<file path="src/rtl/tdc_hit_scheduler.sv">
// TDC hit scheduler: captures encoder hits into a FIFO, inserts overflow markers, streams 33-bit words out.
// Optional TOA acceptance window enabled by defining TDC_TOA_WINDOW_EN.
`timescale 1ns/1ps
module tdc_hit_scheduler #(
  parameter int unsigned DEPTH = 8
) (
  input  logic        clk40,
  input  logic        resetn,
  input  logic        enable,
  input  logic        hitFlag,
  input  logic [9:0]  TOA_codeReg,
  input  logic [8:0]  TOT_codeReg,
  input  logic [9:0]  Cal_codeReg,
  input  logic        TOAerrorFlagReg,
  input  logic        TOTerrorFlagReg,
  input  logic        CalerrorFlagReg,
  input  logic [9:0]  winLow,
  input  logic [9:0]  winHigh,
  input  logic        doutReady,
  output logic [32:0] dout,
  output logic        doutValid,
  output logic [4:0]  fifoLevel,
  output logic [7:0]  dropCount
);

  localparam int unsigned WORD_W = 33;
  localparam int unsigned PTR_W  = $clog2(DEPTH);
  localparam int unsigned LVL_W  = 5;
  localparam int unsigned CNT_W  = 8;

  typedef enum logic [1:0] {S_IDLE, S_RUN, S_OVF} state_t;

  state_t              r_state;
  state_t              w_next;
  logic                r_cap_valid;
  logic [WORD_W-1:0]   r_cap_word;
  logic [WORD_W-1:0]   r_mem [DEPTH];
  logic [PTR_W-1:0]    r_wr_ptr;
  logic [PTR_W-1:0]    r_rd_ptr;
  logic [LVL_W-1:0]    r_level;
  logic [CNT_W-1:0]    r_drop_cnt;
  logic [WORD_W-1:0]   r_dout;
  logic                r_dout_valid;

  logic                w_in_win;
  logic                w_capture;
  logic                w_full;
  logic                w_pop;
  logic                w_space;
  logic                w_mark_wr;
  logic                w_hit_wr;
  logic                w_drop;
  logic                w_wr;
  logic [WORD_W-1:0]   w_wr_word;

`ifdef TDC_TOA_WINDOW_EN
  assign w_in_win = (TOA_codeReg >= winLow) && (TOA_codeReg <= winHigh);
`else
  logic [19:0] w_unused_win;
  assign w_unused_win = {winLow, winHigh};
  assign w_in_win     = 1'b1;
`endif

  // A pop frees a slot in the same edge, so a full FIFO being read can still accept a write.
  assign w_capture = hitFlag && enable && ((r_state == S_RUN) || (r_state == S_OVF)) && w_in_win;
  assign w_full    = (r_level == LVL_W'(DEPTH));
  assign w_pop     = (r_level != '0) && (!r_dout_valid || doutReady);
  assign w_space   = !w_full || w_pop;
  assign w_mark_wr = (r_state == S_OVF) && w_space;
  assign w_hit_wr  = r_cap_valid && w_space && !w_mark_wr;
  assign w_drop    = r_cap_valid && !w_hit_wr;
  assign w_wr      = w_mark_wr || w_hit_wr;
  assign w_wr_word = w_mark_wr ? {1'b1, 24'b0, r_drop_cnt} : r_cap_word;

  always_ff @(posedge clk40) begin
    if (!resetn) r_state <= S_IDLE;
    else         r_state <= w_next;
  end

  always_comb begin
    w_next = r_state;
    case (r_state)
      S_IDLE: begin
        if (w_drop)      w_next = S_OVF;
        else if (enable) w_next = S_RUN;
      end
      S_RUN: begin
        if (w_drop)       w_next = S_OVF;
        else if (!enable) w_next = S_IDLE;
      end
      S_OVF: begin
        if (w_mark_wr) w_next = enable ? S_RUN : S_IDLE;
      end
      default: w_next = S_IDLE;
    endcase
  end

  always_ff @(posedge clk40) begin
    if (!resetn) begin
      r_cap_valid <= 1'b0;
      r_cap_word  <= '0;
    end else begin
      r_cap_valid <= w_capture;
      if (w_capture)
        r_cap_word <= {1'b0, TOTerrorFlagReg, TOAerrorFlagReg, CalerrorFlagReg,
                       TOT_codeReg, TOA_codeReg, Cal_codeReg};
    end
  end

  always_ff @(posedge clk40) begin
    if (w_wr) r_mem[r_wr_ptr] <= w_wr_word;
  end

  always_ff @(posedge clk40) begin
    if (!resetn) begin
      r_wr_ptr <= '0;
      r_rd_ptr <= '0;
      r_level  <= '0;
    end else begin
      if (w_wr)  r_wr_ptr <= r_wr_ptr + PTR_W'(1);
      if (w_pop) r_rd_ptr <= r_rd_ptr + PTR_W'(1);
      case ({w_wr, w_pop})
        2'b10:   r_level <= r_level + LVL_W'(1);
        2'b01:   r_level <= r_level - LVL_W'(1);
        default: r_level <= r_level;
      endcase
    end
  end

  // A hit losing to the marker opens the next drop epoch with a count of one.
  always_ff @(posedge clk40) begin
    if (!resetn) begin
      r_drop_cnt <= '0;
    end else if (w_mark_wr) begin
      r_drop_cnt <= w_drop ? CNT_W'(1) : CNT_W'(0);
    end else if (w_drop && (r_drop_cnt != {CNT_W{1'b1}})) begin
      r_drop_cnt <= r_drop_cnt + CNT_W'(1);
    end
  end

  always_ff @(posedge clk40) begin
    if (!resetn) begin
      r_dout       <= '0;
      r_dout_valid <= 1'b0;
    end else if (w_pop) begin
      r_dout       <= r_mem[r_rd_ptr];
      r_dout_valid <= 1'b1;
    end else if (doutReady) begin
      r_dout_valid <= 1'b0;
    end
  end

  assign dout      = r_dout;
  assign doutValid = r_dout_valid;
  assign fifoLevel = r_level;
  assign dropCount = r_drop_cnt;

endmodule

</file>
<file path="config.mk">
export PLATFORM = sky130hd
export DESIGN_NAME = tdc_hit_scheduler
export DESIGN_NICKNAME = d
export VERILOG_FILES = /design/src/rtl/tdc_hit_scheduler.sv
export SDC_FILE = /design/constraint.sdc
export NUM_CORES = 1
export LEC_CHECK = 0
export ABC_AREA = 1
export BUFFER_PORTS_ARGS = -buffer_cell sky130_fd_sc_hd__buf_2
export CORE_ASPECT_RATIO = 0.6
export CORE_MARGIN = 2
export CORE_UTILIZATION = 30
export DETAILED_ROUTE_END_ITERATION = 10
export GPL_TIMING_DRIVEN = 0
export SLEW_MARGIN = 10
export SYNTH_ARGS = -nofsm -noshare
export SYNTH_HDL_FRONTEND = slang
export SYNTH_SLANG_ARGS = --single-unit
</file>
<file path="constraint.sdc">
create_clock -name clk40 -period 3.7 [get_ports clk40]
set_input_delay 1.11 -clock clk40 [delete_from_list [all_inputs] [get_ports clk40]]
set_output_delay 1.11 -clock clk40 [all_outputs]
set_load 0.02 [all_outputs]
</file>
Word-level counts from Yosys, hierarchy flattened. Memory sizes are Yosys's and may differ from the RTL's. A register that Yosys moved wholly into a read port is not among the register bits. Cells that the tools add are included.

Flip-flop bits (word level): 55. Bits in latches: 0. RAM bits: 264. ROM bits: 0. Word-level logic and storage cells: 62. Memories kept: 1.

Memories: r_mem (depth 8, bits a word 33, read ports 1, clocked after Yosys merged registers in 1, wr ports 1, line 37) `logic [WORD_W-1:0] r_mem [DEPTH];`.

Add/subtract/negate cells: 5. Multipliers: 0. Divide/modulo/power cells: 0. $lt $le $gt $ge: 0. Equality and inequality tests: 9. Shifts and indexed selects: 0. Muxes and demuxes: 16. Bitwise logic cells: 0. Reductions and logical operators: 23.

Operator list (number): two-way mux 33 bit (1); two-way mux 8 bit (2); two-way mux 2 bit (5); case mux 5 bit (2 select lines) (1); adder 8 x 1 -> 8 bit, second input constant (1); logical AND 1 bit (8); inequality test 8 bit, second input constant (1); adder 3 x 1 -> 3 bit, second input constant (2); two-way mux 1 bit (6); inequality test 3 bit, second input constant (2); case mux 2 bit (3 select lines) (1); nonzero test 2 bit (3); adder 5 x 1 -> 5 bit, second input constant (1); equality test 5 x 4 -> 1 bit, second input constant (1); zero test 1 bit (5); nonzero test 5 bit (1); subtractor 5 x 1 -> 5 bit, second input constant (1); equality test 2 x 1 -> 1 bit, second input constant (2); equality test 2 bit, second input constant (2); logical OR 1 bit (4); AND reduction 3 bit (1); zero test 2 bit (1); inequality test 2 bit, second input constant (1).

Depth between registers and ports, before layout. Gate-level depths: netlist of run 1.

Depth in word-level cells: 12. Depth in mapped cells: 17. Depth with buffers taken out: 16.

Least setup slack after synthesis of run 1. Ideal clock, no wire load.

Kind: input -> register. From: input port doutReady. To: memory r_mem[0][0], enable pin. Setup time: 423 ps. Arrival: 3192 ps. Required time: 3277 ps. Setup slack: 85 ps. Cell stages on the path: 7. Path buffers: 0. Cells stage by stage: inv_2 -> nand2_1 -> nor2_1 -> nand2_2 -> o21ai_2 -> or2_1 -> nor2_1.

Word-level cells in the longest chain between the ends: 9. Elaborated cells on any way between the ends: 10.

RTL lines: from (decl) (line 19) `input logic doutReady,`; logical OR 1 bit (*) (line 67) `assign w_pop = (r_level != '0) && (!r_dout_valid || doutReady);`; logical AND 1 bit (*) (line 67); logical OR 1 bit (*) (line 68) `assign w_space = !w_full || w_pop;`; logical AND 1 bit (line 69) `assign w_mark_wr = (r_state == S_OVF) && w_space;`; zero test 1 bit (line 70) `assign w_hit_wr = r_cap_valid && w_space && !w_mark_wr;`; logical AND 1 bit (line 70); logical OR 1 bit (*) (line 72) `assign w_wr = w_mark_wr || w_hit_wr;`; two-way mux 1 bit (*) (line 111) `if (w_wr) r_mem[r_wr_ptr] <= w_wr_word;`; two-way mux 1 bit (implied by the code) (*) (line 111); to (decl) (line 37).

Every way passes the cells marked *; elsewhere a longest branch is shown, timed or not.

Worst setup path after layout of run 1.
From: input port doutReady. To: register r_level[4], in the netlist fifoLevel[4].

Word-level cells in the longest chain between the ends: 9. Elaborated cells on any way between the ends: 12.

RTL lines: logical OR 1 bit (*) (line 67); logical AND 1 bit (*) (line 67); net w_pop (line 48) `logic w_pop;`; logical OR 1 bit (line 68); logical AND 1 bit (line 69); zero test 1 bit (line 70); logical AND 1 bit (line 70); logical OR 1 bit (line 72); equality test 2 x 1 -> 1 bit / equality test 2 bit (equally long branches) (line 122) `case ({w_wr, w_pop})`; case mux 5 bit (2 select lines) / nonzero test 2 bit (equally long branches); to (signal assigned) (line 123) `2'b10: r_level <= r_level + LVL_W'(1);`; to (signal assigned) (line 124) `2'b01: r_level <= r_level - LVL_W'(1);`; to (signal assigned) (line 125) `default: r_level <= r_level;`; to (decl) (line 40) `logic [LVL_W-1:0] r_level;`.

Mark *: on every way through the listed nets, which the timed path passes. The rest lies on a longest branch. A chain may end at the register's enable or synchronous reset.

==> Implementation_results.wiki, run 1 <==
{| class="wikitable"
! Metric !! Value
|-
| Number of buffers created by CTS || 31
|-
| Count of H-tree levels built during CTS || 1
|-
| Type of the most critical hold path || reg -> reg
|-
| TritonCTS clock tree || built
|-
| CP arrival || 3.83 ns
|-
| Routed via count divided by cell count || 5.06
|-
| Worst Hold Path Cells || 2
|-
| Area of the placeable core || 45,000 um2
|-
| Hold_buf cts || 0
|-
| Final standard cell utilization of the core || 36.1%
|-
| Multi-input gate area in the final layout || 3470 um2
|-
| Number of hold violations in the final report || 0
|-
| Number of resized instances in the post-cts repair step || 0
|-
| Final setup violation count || 0
|-
| Max frequency || 0.301 GHz
|-
| Floorplan die area || 47,600 um2
|-
| Standard-cell row count || 60
|-
| Proportion of layout cells with a drive suffix above 1 || 15.0%
|-
| Post-Syn Nets || 1,244
|-
| Clock root buffer master || sky130_fd_sc_hd__clkbuf_16
|-
| Height of the die || 170 um
|-
| Final routed wire length divided by cell count || 21.0 um
|-
| FF/Latch Area || 9690 um2
|-
| Count of mapped cells out of synthesis || 1,175
|-
| Top cells by area in the synthesized netlist || sky130_fd_sc_hd__edfxtp_1 (58%), sky130_fd_sc_hd__dfxtp_1 (13%), sky130_fd_sc_hd__o21ai_0 (6.7%)
|-
| Filler Cells Inserted || 4,391
|-
| Routed Wire Length || 40.1 mm
|-
| Initial drt markers || 1,060
|-
| Final RePlAce weighted congestion || 0.799
|-
| # nets final || 1,368
|-
| Buffers added on ports || 83
|-
| Antenna fix cells || 0
|-
| Worst path required time || 4.20 ns
|-
| Antenna violations before repair || 0
|-
| Worst Tran Pin Value || 0.939 ns
|-
| Via count of the first global-routing pass || 9,210
|-
| Setup clock skew after layout || 0.0233 ns
|-
| Max-slew headroom || 37.4%
|-
| DRC || 0
|-
| Maximum vdd ir drop || 405 uV
|-
| Max Transition Viols Final || 0
|-
| Count of cells along the worst register-to-register path || 17
|-
| Synthesized cell area || 13,800 um2
|-
| Critical path capture point type || flop
|-
| Boundary Pins || 104
|-
| Leading cell types in the layout, fill and taps excluded || sky130_fd_sc_hd__edfxtp_1 (264), sky130_fd_sc_hd__o21ai_0 (183), sky130_fd_sc_hd__nor2_1 (172)
|-
| Setup Buffers After CTS || 0
|-
| Global-route wire length before repair || 59.0 mm
|-
| Area leader, netlist || sky130_fd_sc_hd__edfxtp_1
|-
| Fraction of the yosys area taken by sequential cells || 70.5%
|-
| PwrDens || 718 nW/um2
|-
| Shortest clock period the worst path allows after layout || 3.33 ns
|-
| Final cell area excluding filler cells || 16,300 um2
|-
| Synth Area per Inst || 11.7 um2
|-
| Critical path peak fanout || 10
|-
| Antenna Nets Post-Route || 0
|-
| Combined global-route utilization of all metal layers || 16.6%
|-
| Sink count of the clock tree || 352
|-
| Largest net degree at the start of global routing || 23
|-
| Fraction of post-synthesis cell area in the top cell type by area || 57.6%
|-
| RSZ-0062 raised after global routing || false
|-
| Share of the clock period used by the worst path after layout || 89.9%
|-
| Most common library cell in the layout ignoring fill and taps || sky130_fd_sc_hd__edfxtp_1
|-
| Pleak || 5.63 nW
|-
| Clock latency of the later-clocked register in the worst-skew pair || 0.57 ns
|-
| Clk buf depth || 3
|-
| Number of max-cap violations || 0
|-
| Run status || finished clean
|-
| Post-synth cell types || 34
|-
| CP Class || in -> reg
|-
| YS warnings || 0
|-
| Worst Setup Start Kind || input port
|-
| Standard cell area after detailed placement || 15,100 um2
|-
| Overall via count from detail_route || 9,679
|-
| Post-detail-place hpwl || 26.9 mm
|-
| Overflow left after global routing || 0
|-
| Area growth from synthesis to final layout || 18.4%
|-
| Initial standard-cell utilization of the core || 30.5%
|-
| Seq cells post-synth || 352
|-
| Die boundary width || 280 um
|-
| Clock-pin transition on the worst setup and hold timing paths || 0.07 ns
|-
| First-pass iteration count of the detailed router || 5
|}
-- report_power, final --
| part | internal, mW | switching, mW | leakage (nW) |
|---|---|---|---|
| clock | 2.21 | 1.46 | 0.554 |
| sequential | 4.50 | 0.171 | 3.16 |
| combinational | 0.974 | 2.37 | 1.92 |
| total | 7.69 | 4.01 | 5.63 |
-- layout make-up --
class	instances	area share, %
inverters	73	1.70
flip-flops and latches	352	59.5
repair buffers	91	3.63
multi-input cells	675	21.3
plain buffers	75	2.31
clock inverters	15	1.88
well taps	589	4.53
clock buffers	42	5.14
-- per-layer routing --
layer,GRT usage (%),share of wire (%),vias up
met3,3.24,8.4,46
met1,25.1,47,4746
met5,0,0,-
met2,24.5,43,400
met4,3.88,1.7,0
li1,-,-,4487
-- worst paths after layout --
kind,from,slack [ns],end
worst max-delay path,doutReady,0.37,fifoLevel[4]
worst min-delay path,r_cap_word[5],0.45,r_cap_word[5]
worst max register to register,fifoLevel[1],0.45,fifoLevel[4]
worst min register to register,r_cap_word[5],0.45,r_cap_word[5]
-- critical path, stage by stage --
cell                       delay (ns)
sky130_fd_sc_hd__buf_2           0.08
sky130_fd_sc_hd__inv_2           0.02
sky130_fd_sc_hd__nand2_1         0.09
sky130_fd_sc_hd__nand2_2         0.17
sky130_fd_sc_hd__inv_2           0.17
sky130_fd_sc_hd__clkbuf_1        0.64
sky130_fd_sc_hd__ha_1            0.39
sky130_fd_sc_hd__inv_1           0.08
sky130_fd_sc_hd__fa_1            0.41
sky130_fd_sc_hd__inv_1           0.07
sky130_fd_sc_hd__nand3_1         0.06
sky130_fd_sc_hd__nand2_1         0.08
sky130_fd_sc_hd__a21oi_1         0.06
sky130_fd_sc_hd__o21ai_0         0.11
sky130_fd_sc_hd__o21ai_0         0.10
sky130_fd_sc_hd__a21oi_1         0.17
-- registers in the layout (all words and copies together) (netlist names) --
register     flops
r_mem          264
dout            33
r_cap_word      32
dropCount        8
fifoLevel        5
r_rd_ptr         3
r_wr_ptr         3
r_state          2
doutValid        1
r_cap_valid      1
-- synthesized netlist by cell type --
master                     instances
sky130_fd_sc_hd__inv_4             1
sky130_fd_sc_hd__nand2_4           1
sky130_fd_sc_hd__nor3_1            3
sky130_fd_sc_hd__a31oi_1           1
sky130_fd_sc_hd__nand4_1           1
sky130_fd_sc_hd__ha_1             11
sky130_fd_sc_hd__nand2_1          49
sky130_fd_sc_hd__o21ai_2           1
sky130_fd_sc_hd__inv_1            58
sky130_fd_sc_hd__edfxtp_1        264
sky130_fd_sc_hd__or2_1             1
sky130_fd_sc_hd__buf_6             9
sky130_fd_sc_hd__nor2_4            1
sky130_fd_sc_hd__xor2_1            1
sky130_fd_sc_hd__buf_4             1
sky130_fd_sc_hd__fa_1              1
sky130_fd_sc_hd__clkbuf_1         45
sky130_fd_sc_hd__o21ai_0         183
sky130_fd_sc_hd__a21boi_1          1
sky130_fd_sc_hd__dfxtp_1          88
sky130_fd_sc_hd__nor2_1          180
sky130_fd_sc_hd__a21oi_1          86
sky130_fd_sc_hd__o21ai_1          68
sky130_fd_sc_hd__nor2_2            3
sky130_fd_sc_hd__a21oi_4           1
sky130_fd_sc_hd__a211oi_1          1
sky130_fd_sc_hd__o221ai_1         33
sky130_fd_sc_hd__xnor2_1           2
sky130_fd_sc_hd__inv_2            14
sky130_fd_sc_hd__buf_1             2
sky130_fd_sc_hd__buf_2            18
sky130_fd_sc_hd__nand3_1           9
sky130_fd_sc_hd__o22ai_1          33
sky130_fd_sc_hd__nand2_2           4
-- kinds of logic after synthesis --
| group | Yosys count | synth area share (%) |
|---|---|---|
| AOI/OAI and AO/OA | 408 | 16.2 |
| DFF | 352 | 70.5 |
| and+or+nand+nor | 252 | 7.26 |
| buffers and inverters | 148 | 4.74 |
| adders and majority gates | 12 | 1.15 |
| xor gates and xnor gates | 3 | 0.191 |
-- per-stage QoR --
step	setup TNS, ns	total power [mW]	setup WS, ns	hold WS [ns]	cells
2_1_floorplan	0	6.76	0.0851	0.424	1175
3_3_place_gp	-400.57	8.01	-1.68	0.437	1847
4_1_cts	0	11.7	0.402	0.447	1912
3_5_place_dp	-0.316	8.09	-0.251	0.437	1855
6_report	0	11.7	0.374	0.446	1912
5_1_grt	0	12.2	0.116	0.459	1912
Note: power is estimated with default switching activity, not from simulation.
==> inputs of run 2 (changes only) <==
--- a/config.mk
+++ b/config.mk
@@ -8,7 +8,6 @@
 export ABC_AREA = 1
 export BUFFER_PORTS_ARGS = -buffer_cell sky130_fd_sc_hd__buf_2
 export CORE_ASPECT_RATIO = 0.6
-export CORE_MARGIN = 2
 export CORE_UTILIZATION = 30
 export DETAILED_ROUTE_END_ITERATION = 10
 export GPL_TIMING_DRIVEN = 0
==> Implementation_results.wiki, run 2 (same netlist as run 1, synthesis figures left out) <==
{| class="wikitable"
! Metric !! Value
|-
| Run status || finished clean
|-
| RSZ-0062 raised after global routing || false
|-
| Worst setup slack after placement || -0.209 ns
|-
| Clock latency of the later-clocked register in the worst-skew pair || 0.58 ns
|-
| Critical path peak fanout || 10
|-
| Final standard cell utilization of the core || 36.0%
|-
| Setup clock skew after layout || 0.0203 ns
|-
| Clock root buffer master || sky130_fd_sc_hd__clkbuf_16
|-
| Worst r2r src || fifoLevel[1]
|-
| PwrDens || 705 nW/um2
|-
| Clock-pin transition on the worst setup and hold timing paths || 0.07 ns
|-
| Boundary Pins || 104
|-
| Initial standard-cell utilization of the core || 30.5%
|-
| Share of the clock period used by the worst path after layout || 90.2%
|-
| Total power of the final layout || 11.4 mW
|-
| Worst Hold Margin || 0.451 ns
|-
| # nets final || 1,367
|-
| Combined global-route utilization of all metal layers || 17.2%
|-
| Type of the most critical hold path || reg -> reg
|-
| Routed Wire Length || 40.4 mm
|-
| Routed via count divided by cell count || 5.11
|-
| Inst Count DP || 1,855
|-
| Largest net degree at the start of global routing || 24
|-
| Worst Hold End || r_cap_word[3]
|-
| Area growth from synthesis to final layout || 17.9%
|-
| TritonCTS clock tree || built
|-
| Overflow left after global routing || 0
|-
| CP Class || in -> reg
|-
| Final cell area excluding filler cells || 16,200 um2
|-
| Final routed wire length divided by cell count || 21.1 um
|-
| Final RePlAce weighted congestion || 0.808
|-
| Worst path required time || 4.21 ns
|-
| Post-detail-place hpwl || 26.8 mm
|-
| Overall via count from detail_route || 9,769
|-
| Hold_buf cts || 0
|-
| Most common library cell in the layout ignoring fill and taps || sky130_fd_sc_hd__edfxtp_1
|-
| Number of max-cap violations || 0
|-
| Die boundary width || 278 um
|-
| Switching share of total power || 35.5%
|-
| Top register by number of flip-flops || r_mem
|-
| Critical path's largest stage delay || 0.68 ns
|-
| Beginning of the worst hold path || r_cap_word[3]
|-
| First-pass iteration count of the detailed router || 5
|-
| Leading cell types in the layout, fill and taps excluded || sky130_fd_sc_hd__edfxtp_1 (264), sky130_fd_sc_hd__o21ai_0 (183), sky130_fd_sc_hd__nor2_1 (172)
|-
| Buffers added on ports || 83
|-
| Power spent charging and discharging nets || 4.05 mW
|-
| Standard-cell row count || 60
|-
| Count of placed standard cells in the final layout, fillers left out || 1,912
|-
| Number of buffers created by CTS || 30
|-
| Count of H-tree levels built during CTS || 1
|-
| Setup Buffers After CTS || 0
|-
| DRC || 0
|-
| Sink count of the clock tree || 352
|-
| Number of resized instances in the post-cts repair step || 0
|-
| Filler Cells Inserted || 4,396
|-
| Worst Hold Path Cells || 2
|-
| Antenna Nets Post-Route || 0
|-
| Height of the die || 168 um
|-
| Number of buffer and inverter stages on the critical path || 6
|-
| Via count of the first global-routing pass || 9,327
|-
| Sequential power share || 40.9%
|-
| Critical path capture point type || flop
|-
| Floorplan die area || 46,700 um2
|-
| Area of the placeable core || 45,000 um2
|-
| Standard cell area after detailed placement || 15,200 um2
|-
| Flip-flop count of the largest register after layout || 264
|-
| Total Negative Setup Slacks || 0 ns
|-
| Internal Dissipation || 7.38 mW
|-
| Clock network power share || 29.9%
|-
| Antenna violations before repair || 1
|-
| Reg2Reg Setup Slack || 0.42 ns
|-
| Initial drt markers || 1,030
|-
| Max-slew headroom || 38.0%
|-
| CP arrival || 3.85 ns
|-
| Crit path max-delay family || buffers and inverters
|-
| Worst Tran Pin Value || 0.930 ns
|-
| Clk buf depth || 3
|-
| Pleak || 5.59 nW
|-
| Max Transition Viols Final || 0
|-
| Share of power burned in combinational logic || 29.2%
|-
| Count of cells along the worst register-to-register path || 17
|-
| Crit path cell chain || buf_2, inv_2, nand2_1, nand2_2, inv_2, clkbuf_1, ha_1, inv_1, fa_1, inv_1, nand3_1, nand2_1, a21oi_1, o21ai_0, o21ai_0, a21oi_1
|-
| Final setup violation count || 0
|-
| Crit path max-delay cell type || sky130_fd_sc_hd__clkbuf_1
|-
| Maximum vdd ir drop || 338 uV
|-
| Shortest clock period the worst path allows after layout || 3.34 ns
|-
| Proportion of layout cells with a drive suffix above 1 || 15.5%
|-
| Final WS setup || 0.363 ns
|-
| Global-route wire length before repair || 59.9 mm
|-
| Number of hold violations in the final report || 0
|-
| Capture point of the worst reg-to-reg path || fifoLevel[4]
|-
| Worst Setup Start Kind || input port
|-
| Max frequency || 0.300 GHz
|}
run 2: area by class of cell:
| cell class | count | area, um2 | area share (%) |
|---|---|---|---|
| sequential | 352 | 9690 | 59.7 |
| timing repair buffer | 91 | 613 | 3.78 |
| multi-input combinational | 675 | 3470 | 21.4 |
| clock buffer | 33 | 793 | 4.89 |
| clock inverter | 23 | 260 | 1.60 |
| tap | 589 | 737 | 4.54 |
| antenna | 1 | 2.50 | 0.0154 |
| buffer | 75 | 375 | 2.31 |
| inverter | 73 | 277 | 1.70 |
run 2: worst max path at each step:
stage | start | to | slack, ns | depth (start not counted)
after CTS | doutReady | fifoLevel[4] | 0.40 | 16
after floorplan | doutReady | r_mem[0][0] | 0.09 | 7
after detailed placement | doutReady | fifoLevel[4] | -0.21 | 16
final | doutReady | fifoLevel[4] | 0.36 | 16
after global routing | fifoLevel[1] | fifoLevel[4] | 0.13 | 17
after global placement | doutReady | r_mem[4][16] | -1.66 | 8
run 2: worst reg2reg max path: cells and delay by family, from the launching register on:
kind	cells	cell delay (ns)
buf+inv	5	1.05
fa+ha+maj	2	0.81
simple gates	6	0.52
compound gates	4	0.44
flops	1	0.39
run 2: power by group through the flow:
stage               Combinational (mW)  Clock, mW  Sequential (mW)
floorplan                         1.79          0             4.97
global placement                  3.24          0             4.77
detailed placement                3.31          0             4.77
CTS                               3.32       3.44             4.68
global route                      3.65       3.58             4.71
finish                            3.34       3.41             4.68
run 2: routing by layer:
layer	up-vias	GRT usage (%)	share of wire (%)
met5	-	0	0.032
met4	2	3.82	1.7
met3	58	4.00	9.6
met2	436	25.2	42
met1	4794	25.6	47
li1	4479	-	-
==> inputs of run 3 (changes only) <==
--- a/config.mk
+++ b/config.mk
@@ -7,10 +7,13 @@
 export LEC_CHECK = 0
 export ABC_AREA = 1
 export BUFFER_PORTS_ARGS = -buffer_cell sky130_fd_sc_hd__buf_2
+export CELL_PAD_IN_SITES_DETAIL_PLACEMENT = 2
+export CELL_PAD_IN_SITES_GLOBAL_PLACEMENT = 2
 export CORE_ASPECT_RATIO = 0.6
 export CORE_UTILIZATION = 30
 export DETAILED_ROUTE_END_ITERATION = 10
 export GPL_TIMING_DRIVEN = 0
+export PLACE_DENSITY_LB_ADDON = 0.1
 export SLEW_MARGIN = 10
 export SYNTH_ARGS = -nofsm -noshare
 export SYNTH_HDL_FRONTEND = slang
==> Implementation_results.wiki, run 3 (same netlist as run 1, synthesis figures left out) <==
{| class="wikitable"
! Metric !! Value
|-
| Run status || finished clean
|-
| Max-slew headroom || 30.1%
|-
| # nets final || 1,372
|-
| Number of resized instances in the post-cts repair step || 0
|-
| Area of the placeable core || 45,000 um2
|-
| Clock-pin transition on the worst setup and hold timing paths || 0.06 ns
|-
| Height of the die || 168 um
|-
| Antenna Nets Post-Route || 0
|-
| Area growth from synthesis to final layout || 18.8%
|-
| Share of the clock period used by the worst path after layout || 81.0%
|-
| DRC || 0
|-
| Final WS setup || 0.702 ns
|-
| Leading cell types in the layout, fill and taps excluded || sky130_fd_sc_hd__edfxtp_1 (264), sky130_fd_sc_hd__o21ai_0 (183), sky130_fd_sc_hd__nor2_1 (172)
|-
| Worst setup slack after placement || -0.432 ns
|-
| Final routed wire length divided by cell count || 25.0 um
|-
| Clk buf depth || 3
|-
| PwrDens || 732 nW/um2
|-
| Max Transition Viols Final || 0
|-
| Proportion of layout cells with a drive suffix above 1 || 15.6%
|-
| Sink count of the clock tree || 352
|-
| Boundary Pins || 104
|-
| Pleak || 5.66 nW
|-
| Max frequency || 0.334 GHz
|-
| Floorplan die area || 46,700 um2
|-
| Via count of the first global-routing pass || 10,200
|-
| Overall via count from detail_route || 9,790
|-
| Setup clock skew after layout || 0.0206 ns
|-
| Setup Buffers After CTS || 0
|-
| Maximum vdd ir drop || 264 uV
|-
| Clock root buffer master || sky130_fd_sc_hd__clkbuf_16
|-
| Inst Count DP || 1,855
|-
| Shortest clock period the worst path allows after layout || 3.00 ns
|-
| Post-detail-place hpwl || 31.7 mm
|-
| Critical path's largest stage delay || 0.40 ns
|-
| First-pass iteration count of the detailed router || 5
|-
| Worst Tran Pin Value || 1.05 ns
|-
| CP arrival || 3.45 ns
|-
| Overflow left after global routing || 0
|-
| Filler Cells Inserted || 4,760
|-
| RSZ-0062 raised after global routing || false
|-
| Final RePlAce weighted congestion || 0.733
|-
| Total power of the final layout || 12.0 mW
|-
| Final standard cell utilization of the core || 36.3%
|-
| Routed via count divided by cell count || 5.10
|-
| Hold_buf cts || 0
|-
| Crit path cell chain || buf_2, inv_2, nand2_1, nand2_2, inv_2, ha_1, inv_1, fa_1, inv_1, nand3_1, nand2_1, a21oi_1, o21ai_0, o21ai_0, a21oi_1
|-
| Most common library cell in the layout ignoring fill and taps || sky130_fd_sc_hd__edfxtp_1
|-
| Die boundary width || 278 um
|-
| Antenna violations before repair || 0
|-
| Combined global-route utilization of all metal layers || 20.5%
|-
| Number of max-cap violations || 0
|-
| CP Class || in -> reg
|-
| Clock latency of the later-clocked register in the worst-skew pair || 0.53 ns
|-
| TritonCTS clock tree || built
|-
| Initial drt markers || 708
|-
| Initial standard-cell utilization of the core || 30.5%
|-
| Type of the most critical hold path || reg -> reg
|-
| Worst Setup Start Kind || input port
|-
| Number of buffers created by CTS || 36
|-
| Global-route wire length before repair || 69.9 mm
|-
| Buffers added on ports || 83
|-
| Critical path capture point type || flop
|-
| Antenna fix cells || 0
|-
| FF/Latch Area || 9690 um2
|-
| Count of H-tree levels built during CTS || 2
|-
| Final setup violation count || 0
|-
| Worst path required time || 4.16 ns
|-
| Flip-flop count of the largest register after layout || 264
|-
| Worst Hold Margin || 0.453 ns
|-
| Largest net degree at the start of global routing || 22
|-
| Standard-cell row count || 60
|-
| Top register by number of flip-flops || r_mem
|-
| Number of hold violations in the final report || 0
|-
| Multi-input gate area in the final layout || 3470 um2
|-
| Count of placed standard cells in the final layout, fillers left out || 1,918
|-
| Crit path max-delay cell type || sky130_fd_sc_hd__fa_1
|-
| Critical path peak fanout || 15
|-
| Routed Wire Length || 47.9 mm
|}
-- run 3: layout make-up --
type                            instances  share of cell area (%)
Clock buffer                           48                    6.23
Clock inverter                         16                    1.10
Tap cell                              589                    4.51
Buffer                                 74                    2.28
Multi-Input combinational cell        675                    21.3
Inverter                               73                    1.69
Timing Repair Buffer                   91                    3.62
Sequential cell                       352                    59.3
-- run 3: report_power, final --
group          internal (mW)  leakage [nW]  switching (mW)
Sequential              4.50          3.16           0.176
Combinational          0.971          1.91            2.51
Clock                   2.21         0.593            1.59
-- run 3: worst paths after layout --
check                               startpoint             end  slack, ns  cells past startpoint
worst min-delay path            r_cap_word[25]  r_cap_word[25]       0.45                      2
worst max register to register    fifoLevel[1]    fifoLevel[4]       0.78                     16
worst min register to register  r_cap_word[25]  r_cap_word[25]       0.45                      2
worst max-delay path                 doutReady    fifoLevel[4]       0.70                     15
-- run 3: routing by layer --
layer	track usage [%]	part of all wire, %
met2	29.9	42
met3	3.55	4.4
met1	31.5	52
met5	1.54	0.21
met4	4.11	1.7
-- run 3: worst max-delay path, delay by kind of cell --
kind                     cells  cell delay [ns]
AO/OA/AOI/OAI                4             0.50
AND/OR/NAND/NOR              4             0.40
adder cells (fa/ha/maj)      2             0.75
buffers and inverters        5             0.67
-- run 3: through the flow --
stage               instance area (um2)  setup TNS, ns
global placement                  14900        -487.42
global route                      16300              0
floorplan                         13800              0
finish                            16300              0
CTS                               16300              0
detailed placement                15100         -0.681
